**config.mk**
```make
export PLATFORM = sky130hd
export DESIGN_NAME = tt_sweep_ctrl_flat
export DESIGN_NICKNAME = d
export VERILOG_FILES = /design/src/rtl/tt_sweep_ctrl_pkg.sv /design/src/rtl/tt_sweep_ctrl_if.sv /design/src/rtl/tt_sweep_ctrl_settle.sv /design/src/rtl/tt_sweep_ctrl.sv /design/src/flat_wrapper.sv
export SDC_FILE = /design/constraint.sdc
export NUM_CORES = 1
export LEC_CHECK = 0
export BUFFER_PORTS_ARGS = -buffer_cell sky130_fd_sc_hd__buf_2
export CORE_UTILIZATION = 50
export CTS_BUF_LIST = sky130_fd_sc_hd__clkbuf_4 sky130_fd_sc_hd__clkbuf_8 sky130_fd_sc_hd__clkbuf_16
export CTS_CLUSTER_SIZE = 10
export DETAILED_ROUTE_END_ITERATION = 7
export GPL_TIMING_DRIVEN = 1
export PLACE_DENSITY = 0.73
export SYNTH_ARGS = -nofsm -noshare
export SYNTH_HDL_FRONTEND = slang
export SYNTH_SLANG_ARGS = --single-unit
```
**constraint.sdc**
```tcl
create_clock -name clk -period 2.55 [get_ports clk]
set_input_delay 0.51 -clock clk [delete_from_list [all_inputs] [get_ports clk]]
set_output_delay 0.51 -clock clk [all_outputs]
set_load 0.01 [all_outputs]
```
**src/rtl/tt_sweep_ctrl_pkg.sv**
```systemverilog
// Shared types and constants for the truth-table sweep controller.
package tt_pkg;

    typedef enum logic [1:0] {
        ST_IDLE,
        ST_SETTLE,
        ST_SAMPLE,
        ST_DONE
    } tt_state_e;

    function automatic int tt_w(input int n_in);
        return 1 << n_in;
    endfunction

    localparam int TT_N_IN_DEF = 3;
    localparam int TT_W_DEF    = tt_w(TT_N_IN_DEF);

    // y = a'b'c' + ab'c' + ab'c
    localparam logic [7:0] SILLY_TT = 8'h31;

endpackage

```
**src/rtl/tt_sweep_ctrl_if.sv**
```systemverilog
// Control/result bundle between the sweep controller and its user.
interface tt_sweep_ctrl_if
    import tt_pkg::*;
#(
    parameter int N_IN = 3
);
    localparam int TT_W = tt_w(N_IN);

    logic            start;
    logic            abort;
    logic [TT_W-1:0] expected;
    logic            y_in;
    logic [N_IN-1:0] in_vec;
    logic            busy;
    logic            done;
    logic [TT_W-1:0] table_out;
    logic [TT_W-1:0] mismatch;
    logic            pass;

    modport master (
        output start, abort, expected, y_in,
        input  in_vec, busy, done, table_out, mismatch, pass
    );

    modport slave (
        input  start, abort, expected, y_in,
        output in_vec, busy, done, table_out, mismatch, pass
    );

endinterface

```
**src/rtl/tt_sweep_ctrl_settle.sv**
```systemverilog
// Settle timer: loads SETTLE, counts down, flags the last settle cycle.
module tt_settle_timer #(
    parameter int SETTLE = 1
) (
    input  logic clk_i,
    input  logic rst_ni,
    input  logic load_i,
    input  logic dec_i,
    output logic expire_o
);
    localparam int CW = (SETTLE > 0) ? $clog2(SETTLE + 1) : 1;

    logic [CW-1:0] cnt_q, cnt_d;

    always_comb begin
        cnt_d = cnt_q;
        if (load_i) begin
            cnt_d = CW'(SETTLE);
        end else if (dec_i && cnt_q != '0) begin
            cnt_d = cnt_q - CW'(1);
        end
    end

    always_ff @(posedge clk_i or negedge rst_ni) begin
        if (!rst_ni) begin
            cnt_q <= '0;
        end else begin
            cnt_q <= cnt_d;
        end
    end

    // With no settle time every cycle is the sampling cycle.
    assign expire_o = (SETTLE == 0) || (cnt_q == CW'(1));

endmodule

```
**src/rtl/tt_sweep_ctrl.sv**
```systemverilog
// Walks every input vector of a function block and builds its truth table.
module tt_sweep_ctrl
    import tt_pkg::*;
#(
    parameter int N_IN   = 3,
    parameter int SETTLE = 1
) (
    input logic            clk,
    input logic            reset_n,
    tt_sweep_ctrl_if.slave bus
);
    localparam int TT_W = tt_w(N_IN);
    localparam int IW   = N_IN + 1;

    tt_state_e       state_q;
    logic [IW-1:0]   idx_q;
    logic [IW-1:0]   idx_nxt;
    logic [N_IN-1:0] in_vec_q;
    logic            busy_q;
    logic            done_q;
    logic [TT_W-1:0] exp_q;
    logic [TT_W-1:0] table_q;
    logic [TT_W-1:0] tbl_nxt;
    logic [TT_W-1:0] mism_q;
    logic            pass_q;
    logic            last;
    logic            expire;
    logic            t_load;
    logic            t_dec;

    assign idx_nxt = idx_q + IW'(1);
    assign last    = (idx_q == IW'(TT_W - 1));

    always_comb begin
        tbl_nxt = table_q;
        tbl_nxt[idx_q[N_IN-1:0]] = bus.y_in;
    end

    assign t_load = ((state_q == ST_IDLE) && bus.start)
                 || ((state_q == ST_SAMPLE) && !bus.abort && !last);
    assign t_dec  = (state_q == ST_SETTLE) && !expire;

    tt_settle_timer #(
        .SETTLE(SETTLE)
    ) u_timer (
        .clk_i   (clk),
        .rst_ni  (reset_n),
        .load_i  (t_load),
        .dec_i   (t_dec),
        .expire_o(expire)
    );

    always_ff @(posedge clk or negedge reset_n) begin
        if (!reset_n) begin
            state_q  <= ST_IDLE;
            idx_q    <= '0;
            in_vec_q <= '0;
            busy_q   <= 1'b0;
            done_q   <= 1'b0;
            exp_q    <= '0;
            table_q  <= '0;
            mism_q   <= '0;
            pass_q   <= 1'b0;
        end else begin
            done_q <= 1'b0;
            unique case (state_q)
                ST_IDLE: begin
                    if (bus.start) begin
                        exp_q    <= bus.expected;
                        table_q  <= '0;
                        mism_q   <= '0;
                        pass_q   <= 1'b0;
                        idx_q    <= '0;
                        in_vec_q <= '0;
                        busy_q   <= 1'b1;
                        state_q  <= (SETTLE == 0) ? ST_SAMPLE : ST_SETTLE;
                    end
                end
                ST_SETTLE: begin
                    if (bus.abort) begin
                        in_vec_q <= '0;
                        busy_q   <= 1'b0;
                        state_q  <= ST_IDLE;
                    end else if (expire) begin
                        state_q <= ST_SAMPLE;
                    end
                end
                ST_SAMPLE: begin
                    if (bus.abort) begin
                        in_vec_q <= '0;
                        busy_q   <= 1'b0;
                        state_q  <= ST_IDLE;
                    end else if (last) begin
                        // Results are registered so they are valid alongside done.
                        table_q <= tbl_nxt;
                        mism_q  <= tbl_nxt ^ exp_q;
                        pass_q  <= ((tbl_nxt ^ exp_q) == '0);
                        done_q  <= 1'b1;
                        state_q <= ST_DONE;
                    end else begin
                        table_q  <= tbl_nxt;
                        idx_q    <= idx_nxt;
                        in_vec_q <= idx_nxt[N_IN-1:0];
                        state_q  <= (SETTLE == 0) ? ST_SAMPLE : ST_SETTLE;
                    end
                end
                ST_DONE: begin
                    in_vec_q <= '0;
                    busy_q   <= 1'b0;
                    state_q  <= ST_IDLE;
                end
                default: state_q <= ST_IDLE;
            endcase
        end
    end

    assign bus.in_vec    = in_vec_q;
    assign bus.busy      = busy_q;
    assign bus.done      = done_q;
    assign bus.table_out = table_q;
    assign bus.mismatch  = mism_q;
    assign bus.pass      = pass_q;

endmodule

```
**src/flat_wrapper.sv**
```systemverilog
// flat-port wrapper written by rule: the top's interface ports become plain ports
module tt_sweep_ctrl_flat import tt_pkg::*;
#(
    parameter int N_IN   = 3,
    parameter int SETTLE = 1
)
  (clk, reset_n, bus_start, bus_abort, bus_expected, bus_y_in, bus_in_vec, bus_busy, bus_done, bus_table_out, bus_mismatch, bus_pass);
  tt_sweep_ctrl_if #(.N_IN(N_IN)) bus_i ();
  input logic clk;
  input logic reset_n;
  input wire logic [$bits(bus_i.start)-1:0] bus_start;
  input wire logic [$bits(bus_i.abort)-1:0] bus_abort;
  input wire logic [$bits(bus_i.expected)-1:0] bus_expected;
  input wire logic [$bits(bus_i.y_in)-1:0] bus_y_in;
  output wire logic [$bits(bus_i.in_vec)-1:0] bus_in_vec;
  output wire logic [$bits(bus_i.busy)-1:0] bus_busy;
  output wire logic [$bits(bus_i.done)-1:0] bus_done;
  output wire logic [$bits(bus_i.table_out)-1:0] bus_table_out;
  output wire logic [$bits(bus_i.mismatch)-1:0] bus_mismatch;
  output wire logic [$bits(bus_i.pass)-1:0] bus_pass;
  assign bus_i.start = bus_start;
  assign bus_i.abort = bus_abort;
  assign bus_i.expected = bus_expected;
  assign bus_i.y_in = bus_y_in;
  assign bus_in_vec = bus_i.in_vec;
  assign bus_busy = bus_i.busy;
  assign bus_done = bus_i.done;
  assign bus_table_out = bus_i.table_out;
  assign bus_mismatch = bus_i.mismatch;
  assign bus_pass = bus_i.pass;
  tt_sweep_ctrl #(.N_IN(N_IN), .SETTLE(SETTLE)) u_core (.clk(clk), .reset_n(reset_n), .bus(bus_i));
endmodule
```
==> impl_metrics.csv, run 1 <==
group,metric,value,unit
global_routing,grt_max_degree,38,
worst_setup_path,path_cells,"nor3b_1, mux2i_1, xnor2_1, or4_1, o41ai_2",
layout,drive_gt1_share,26.98,%
power,p_seq_share,38.4,%
sta,worst_pin_slew,0.8124,ns
worst_setup_path,worst-path-max-fanout,13,
global_routing,overflow,0,
sta,fin_hold_ws,0.3023,ns
sta,slew_headroom,45.84,%
clock_tree,clk_pin_slew,0.08,ns
yosys,synth_ff_type,"dfrtp_1",
power,pwr-share-comb,30.7,%
worst_setup_path,crit_path_end_kind,"register",
worst_setup_path,cp-startpoint,"u_core.idx_q[0]",
sta,post-route-period-util,91.41,%
routing,wire_per_inst,15.56,um
worst_setup_path,r2r-start,"u_core.idx_q[0]",
clock_tree,cts_hold_buf,0,
routing,initialDrtViolationCount,132,
sta,hold_violations,0,
routing,drc_errors,0,
worst_setup_path,cp.arrival,2.52,ns
die,die_area,0.003990,mm2
layout,n_antenna_cell,0,
sta,grt_setup_unrepaired,"no",
yosys,postSynth.asyncResetShare,100.0,%
power,switching_power,623.5,uW
placement,place_congestion,0.7766,
yosys,netlist.area_leader.share,49.50,%
die,die_w,63.17,um
yosys,synthMostInstantiatedCell,"dfrtp_1",
clock_tree,htreeDepth,2,
yosys,ys_warn_count,0,
worst_setup_path,critPathSlowestCell,"dfrtp_1",
die,design.core.area,0.003468,mm2
clock_tree,clk_path_buf_depth,2,
job,drv_cap,0,
layout,area.growth.synth_to_final,18.53,%
sta,slew_violations,0,
yosys,synth_seq_cells,37,
power,p_int,1322,uW
yosys,netlist_area,0.001871,mm2
yosys,seq_area_frac_synth,49.50,%
yosys,syn_area_per_cell,10.63,um2
power,swShare,32.06,%
global_routing,grt_util_all_layers,23.30,%
layout,nFillCells,296,
die,start_util,53.93,%
sta,fmax,429.0,MHz
routing,via_per_inst,5.644,
yosys,yosysTopAreaCell,"dfrtp_1",
clock_tree,post_cts_buffers,0,
clock_tree,clock-root-buffer,"clkbuf_8",
yosys,synthTopCellsByCount,"37 x dfrtp_1, 17 x nand2_1, 13 x nor2_1, 13 x o21ai_0, 11 x mux2_2",
die,die_y,63.17,um
yosys,synth_edf_count,0,
clock_tree,cts_sinks,37,
sta,finalSetupTns,0,ns
worst_setup_path,required,2.74,ns
global_routing,grt_pass1_wl,7100,um
global_routing,grt_pass1_vias,1501,
clock_tree,cts_buffers,5,
placement,hpwl,2970,um
yosys,synth_cell_types,31,
run_status,status,"finished clean",
worst_setup_path,startpoint_type,"register",
placement,io_buffers,34,
clock_tree,cts_resized,0,
sta,post-route-min-period,2.331,ns
power,pwr-share-clk,30.9,%
routing,wirelength,4062,um
die,core.rowCount,21,
power,p_leak,0.001085,uW
worst_setup_path,path_class,"reg -> reg",
yosys,yosys-top-cells-area,"dfrtp_1 49%, mux2_2 6.6%, mux2i_1 4.8%, a22o_1 4.7%, xnor2_1 4.2%",
sta,setup_violations,0,
routing,vias,1473,
routing,drtPass1Iterations,4,
worst_setup_path,cp_slowest_stage_delay,0.59,ns
clock_tree,tritoncts,"yes",
yosys,syn_nets,194,
die,boundaryPins,35,
yosys,synthCells,176,
hold_path,hold_path.class,"in -> async",
layout,nets,232,
power,irDropWorstVdd,522.2,uV
global_routing,antenna_found_initial,0,
clock_tree,clock_latency,0.29,ns
routing,antenna_left,0,
sta,fin_skew,0.006009,ns
power,power_density,877.3,mW/mm2
-- worst paths after layout --
check / end / depth (start not counted) / slack [ns]
min: u_core.bus.in_vec[1] / 1 / 0.30
max in group asynchronous: u_core.bus.mismatch[5] / 1 / 1.73
max: u_core.bus.pass / 5 / 0.22
min reg2reg: u_core.bus.in_vec[1] / 2 / 0.48
max reg2reg: u_core.bus.pass / 5 / 0.22
min in group clk: u_core.bus.done / 2 / 0.42
-- registers in the layout, summed over array words and instances, names as in the netlist --
name	count
u_core.bus.busy	1
u_core.bus.done	1
u_core.bus.in_vec	3
u_core.bus.mismatch	8
u_core.bus.pass	1
u_core.bus.table_out	8
u_core.exp_q	8
u_core.idx_q	4
u_core.state_q	2
u_core.u_timer.expire_o	1
-- cells in the final DEF (no fill, tap or decap), types with 2 or more instances in the layout --
cell type  count
o22ai_1        4
o21ai_0       13
ha_1           5
nor2_1        13
a21oi_1        8
buf_4          3
dfrtp_1       37
a22o_1        10
nor2b_1        3
o31ai_1        2
nand3b_1       3
mux2_2        11
clkbuf_8       5
inv_1          9
buf_2         34
nand2_1       17
nand3_1        2
nor3b_1        3
mux2i_1        9
xnor2_1        9
bufinv_16      2
nand2b_1       2
-- per-layer routing --
metal / up-vias / global-route usage [%] / routed length, um
met4: 0 / 7.267 / 61
met1: 729 / 30.73 / 1790
li1: 698 / - / -
met5: - / 0 / 0
met2: 38 / 37.23 / 1981
met3: 8 / 6.159 / 228
-- stage by stage --
stage | instances | setup WS (ns) | power (uW) | area (um2) | util (%)
after floorplan | 176 | 0.4933 | 1173 | 1871 | -
after global placement | 253 | 0.3599 | 1317 | 2083 | 60.06
after detailed placement | 253 | 0.2300 | 1356 | 2083 | 60.06
after CTS | 261 | 0.2282 | 1956 | 2217 | 63.93
after global routing | 261 | 0.001596 | 2059 | 2217 | 63.93
final | 261 | 0.2190 | 1945 | 2217 | 63.93
-- layout make-up --
| type | instances | area (um2) | share of cell area, % |
|---|---|---|---|
| clock buffer | 5 | 68.82 | 3.104 |
| clock inverter | 3 | 65.06 | 2.935 |
| inverter | 9 | 33.78 | 1.524 |
| multi-input combinational | 124 | 873.3 | 39.39 |
| sequential | 37 | 925.9 | 41.76 |
| tap | 46 | 57.56 | 2.596 |
| timing repair buffer | 37 | 192.7 | 8.691 |
-- logic make-up after synthesis --
family | after synthesis | share of synthesized area, %
DFF | 37 | 49.50
and+or+nand+nor | 48 | 12.71
xor gates and xnor gates | 9 | 4.214
buffers and inverters | 15 | 3.812
adders and majority gates | 5 | 3.344
AOI/OAI and AO/OA | 42 | 14.98
muxes | 20 | 11.44
-- critical path: cells and delay by family, from the launching register on --
kind | cells | cell delay (ns)
xor gates and xnor gates | 1 | 0.11
muxes | 1 | 0.26
DFF | 1 | 0.59
and+or+nand+nor | 2 | 0.93
AOI/OAI and AO/OA | 1 | 0.33
-- power by group through the flow --
stage	clock network [uW]	logic [uW]	registers [uW]
after detailed placement	0	597	759
after global placement	0	564	753
final	601	597	747
after global routing	633	670	756
after floorplan	0	426	747
after CTS	610	599	747
No activity file was read; power rests on OpenSTA's default activity.
==> run 2: changes to the inputs <==
--- a/config.mk
+++ b/config.mk
@@ -12,6 +12,7 @@
 export DETAILED_ROUTE_END_ITERATION = 7
 export GPL_TIMING_DRIVEN = 1
 export PLACE_DENSITY = 0.73
+export RECOVER_POWER = 25
 export SYNTH_ARGS = -nofsm -noshare
 export SYNTH_HDL_FRONTEND = slang
 export SYNTH_SLANG_ARGS = --single-unit
==> constraint.sdc (replaced) <==
create_clock -name clk -period 2.18 [get_ports clk]
set_input_delay 0.436 -clock clk [delete_from_list [all_inputs] [get_ports clk]]
set_output_delay 0.436 -clock clk [all_outputs]
set_load 0.01 [all_outputs]
==> run 2 against run 1 <==
  * Hold slack lost 0.049 ns
  * Combinational power grew 19%
  * Die area is the same
  * Critical path depth grew 1
==> impl_metrics.csv, run 2 (synthesis gave the netlist of run 1 again) <==
group,metric,value,unit
clock_tree,clk_pin_slew,0.08,ns
routing,wirelength,4171,um
sta,post-route-period-util,96.11,%
sta,hold_violations,0,
run_status,status,"finished clean",
layout,area.growth.synth_to_final,22.61,%
layout,final_common_cell,"dfrtp_1",
die,die_area,0.003990,mm2
layout,nets,241,
clock_tree,cts_sinks,37,
power,irDropWorstVdd,693.8,uV
routing,initialDrtViolationCount,76,
routing,antenna_left,0,
routing,wire_per_inst,15.45,um
layout,final_cells,270,
layout,layout.cells.most_common_list,"35 x dfrtp_1, 33 x buf_2, 17 x nand2_1",
power,total_power,2215,uW
power,p_seq_share,39.4,%
power,pwr-share-clk,28.5,%
clock_tree,cts_buffers,5,
job,drv_cap,0,
sta,slew_violations,0,
clock_tree,clock-root-buffer,"clkbuf_8",
placement,hpwl,2946,um
worst_setup_path,path_class,"reg -> reg",
global_routing,grt_pass1_vias,1466,
sta,grt_setup_unrepaired,"yes",
worst_setup_path,r2r-end,"u_core.bus.pass",
worst_setup_path,cp.arrival,2.29,ns
global_routing,grt_util_met1,30.88,%
sta,slew_headroom,39.80,%
worst_setup_path,startpoint_type,"register",
global_routing,met3_usage,5.616,%
clock_tree,clock_latency,0.30,ns
die,boundaryPins,35,
global_routing,grt_pass1_wl,7141,um
layout,nFillCells,273,
worst_setup_path,crit_path_end_kind,"register",
worst_setup_path,r2r_cells,6,
global_routing,grt.busiest_layer,"met2",
clock_tree,tritoncts,"yes",
power,p_leak,0.001131,uW
die,core.rowCount,21,
worst_setup_path,cp_top_family,"simple AND/OR/NAND/NOR gates",
power,power_density,966.0,mW/mm2
global_routing,antenna_found_initial,0,
placement,io_buffers,34,
layout,drive_gt1_share,33.04,%
global_routing,grtUsageMet2,38.44,%
sta,worst_pin_slew,0.9030,ns
worst_setup_path,required,2.38,ns
sta,fmax,477.3,MHz
sta,setup_violations,0,
power,switching_power,724.6,uW
worst_setup_path,critPathSlowestCell,"or4_1",
hold_path,hold_path.class,"in -> async",
die,design.core.area,0.003468,mm2
routing,vias,1480,
global_routing,grt_util_all_layers,23.69,%
global_routing,overflow,0,
die,die_y,63.17,um
worst_setup_path,path_cells,"buf_4, nand3b_1, mux2i_1, xnor2_1, or4_1, o41ai_2",
layout,fin_util,66.13,%
placement,place_inst,261,
worst_setup_path,reg2reg_slack,0.08,ns
worst_setup_path,r2r-start,"u_core.idx_q[0]",
routing,drc_errors,0,
clock_tree,clk_path_buf_depth,2,
sta,post-route-min-period,2.095,ns
global_routing,grt_max_degree,38,
placement,place_congestion,0.8146,
routing,via_per_inst,5.481,
layout,n_antenna_cell,0,
routing,drtPass1Iterations,6,
worst_setup_path,cp.buffers_inverters,1,
sta,fin_skew,0.01194,ns
worst_setup_path,cp_slowest_stage_delay,0.56,ns
die,start_util,53.93,%
worst_setup_path,worst-path-max-fanout,10,
power,swShare,32.71,%
power,p_int,1491,uW
clock_tree,htreeDepth,2,
power,pwr-share-comb,32.1,%
die,die_w,63.17,um
## run 2: power by group through the flow
| stage | sequential, uW | clock (uW) | combinational, uW |
|---|---|---|---|
| 6_report | 872 | 631 | 712 |
| 5_1_grt | 885 | 667 | 798 |
| 4_1_cts | 874 | 633 | 705 |
| 3_5_place_dp | 887 | 0 | 699 |
| 3_3_place_gp | 878 | 0 | 672 |
| 2_1_floorplan | 874 | 0 | 498 |
## run 2: worst max-delay path by stage
stage / end / cells past startpoint / startpoint
after CTS: u_core.bus.pass / 5 / u_core.idx_q[2]
after floorplan: u_core.bus.pass / 6 / u_core.idx_q[0]
final: u_core.bus.pass / 6 / u_core.idx_q[0]
after detailed placement: u_core.bus.pass / 5 / u_core.idx_q[2]
after global routing: u_core.bus.pass / 7 / u_core.idx_q[2]
after global placement: u_core.bus.pass / 6 / u_core.idx_q[0]
## run 2: metrics by stage
stage	instance area, um2	worst slack [ns]	hold WS [ns]	setup TNS (ns)
after floorplan	1871	0.1233	0.1404	0
after global placement	2143	0.1390	0.4609	0
after detailed placement	2143	0.05948	0.4624	0
after CTS	2263	0.04913	0.2596	0
after global routing	2293	-0.04694	0.3302	-0.04694
final	2293	0.08490	0.2535	0
## run 2: area by class of cell
type,count,area [um2],area share (%)
Timing Repair Buffer,46,260.3,11.35
Clock inverter,1,30.03,1.309
Sequential cell,37,928.4,40.48
Inverter,9,33.78,1.473
Multi-Input combinational cell,124,893.4,38.95
Tap cell,46,57.56,2.510
Clock buffer,7,90.09,3.928
## run 2: metal layers
| metal | vias up | wire length [um] |
|---|---|---|
| met1 | 707 | 1788 |
| met5 | - | 0 |
| li1 | 715 | - |
| met4 | 0 | 54 |
| met3 | 7 | 243 |
| met2 | 51 | 2085 |
## run 2: timing repair
| item | CTS | global route |
|---|---|---|
| setup buffers | 0 | 1 |
| setup endpoints to repair | 0 | 9 |
| resized for setup | 0 | 7 |
| hold buffers | 0 | 0 |
| endpoints found under the hold margin | 0 | 0 |
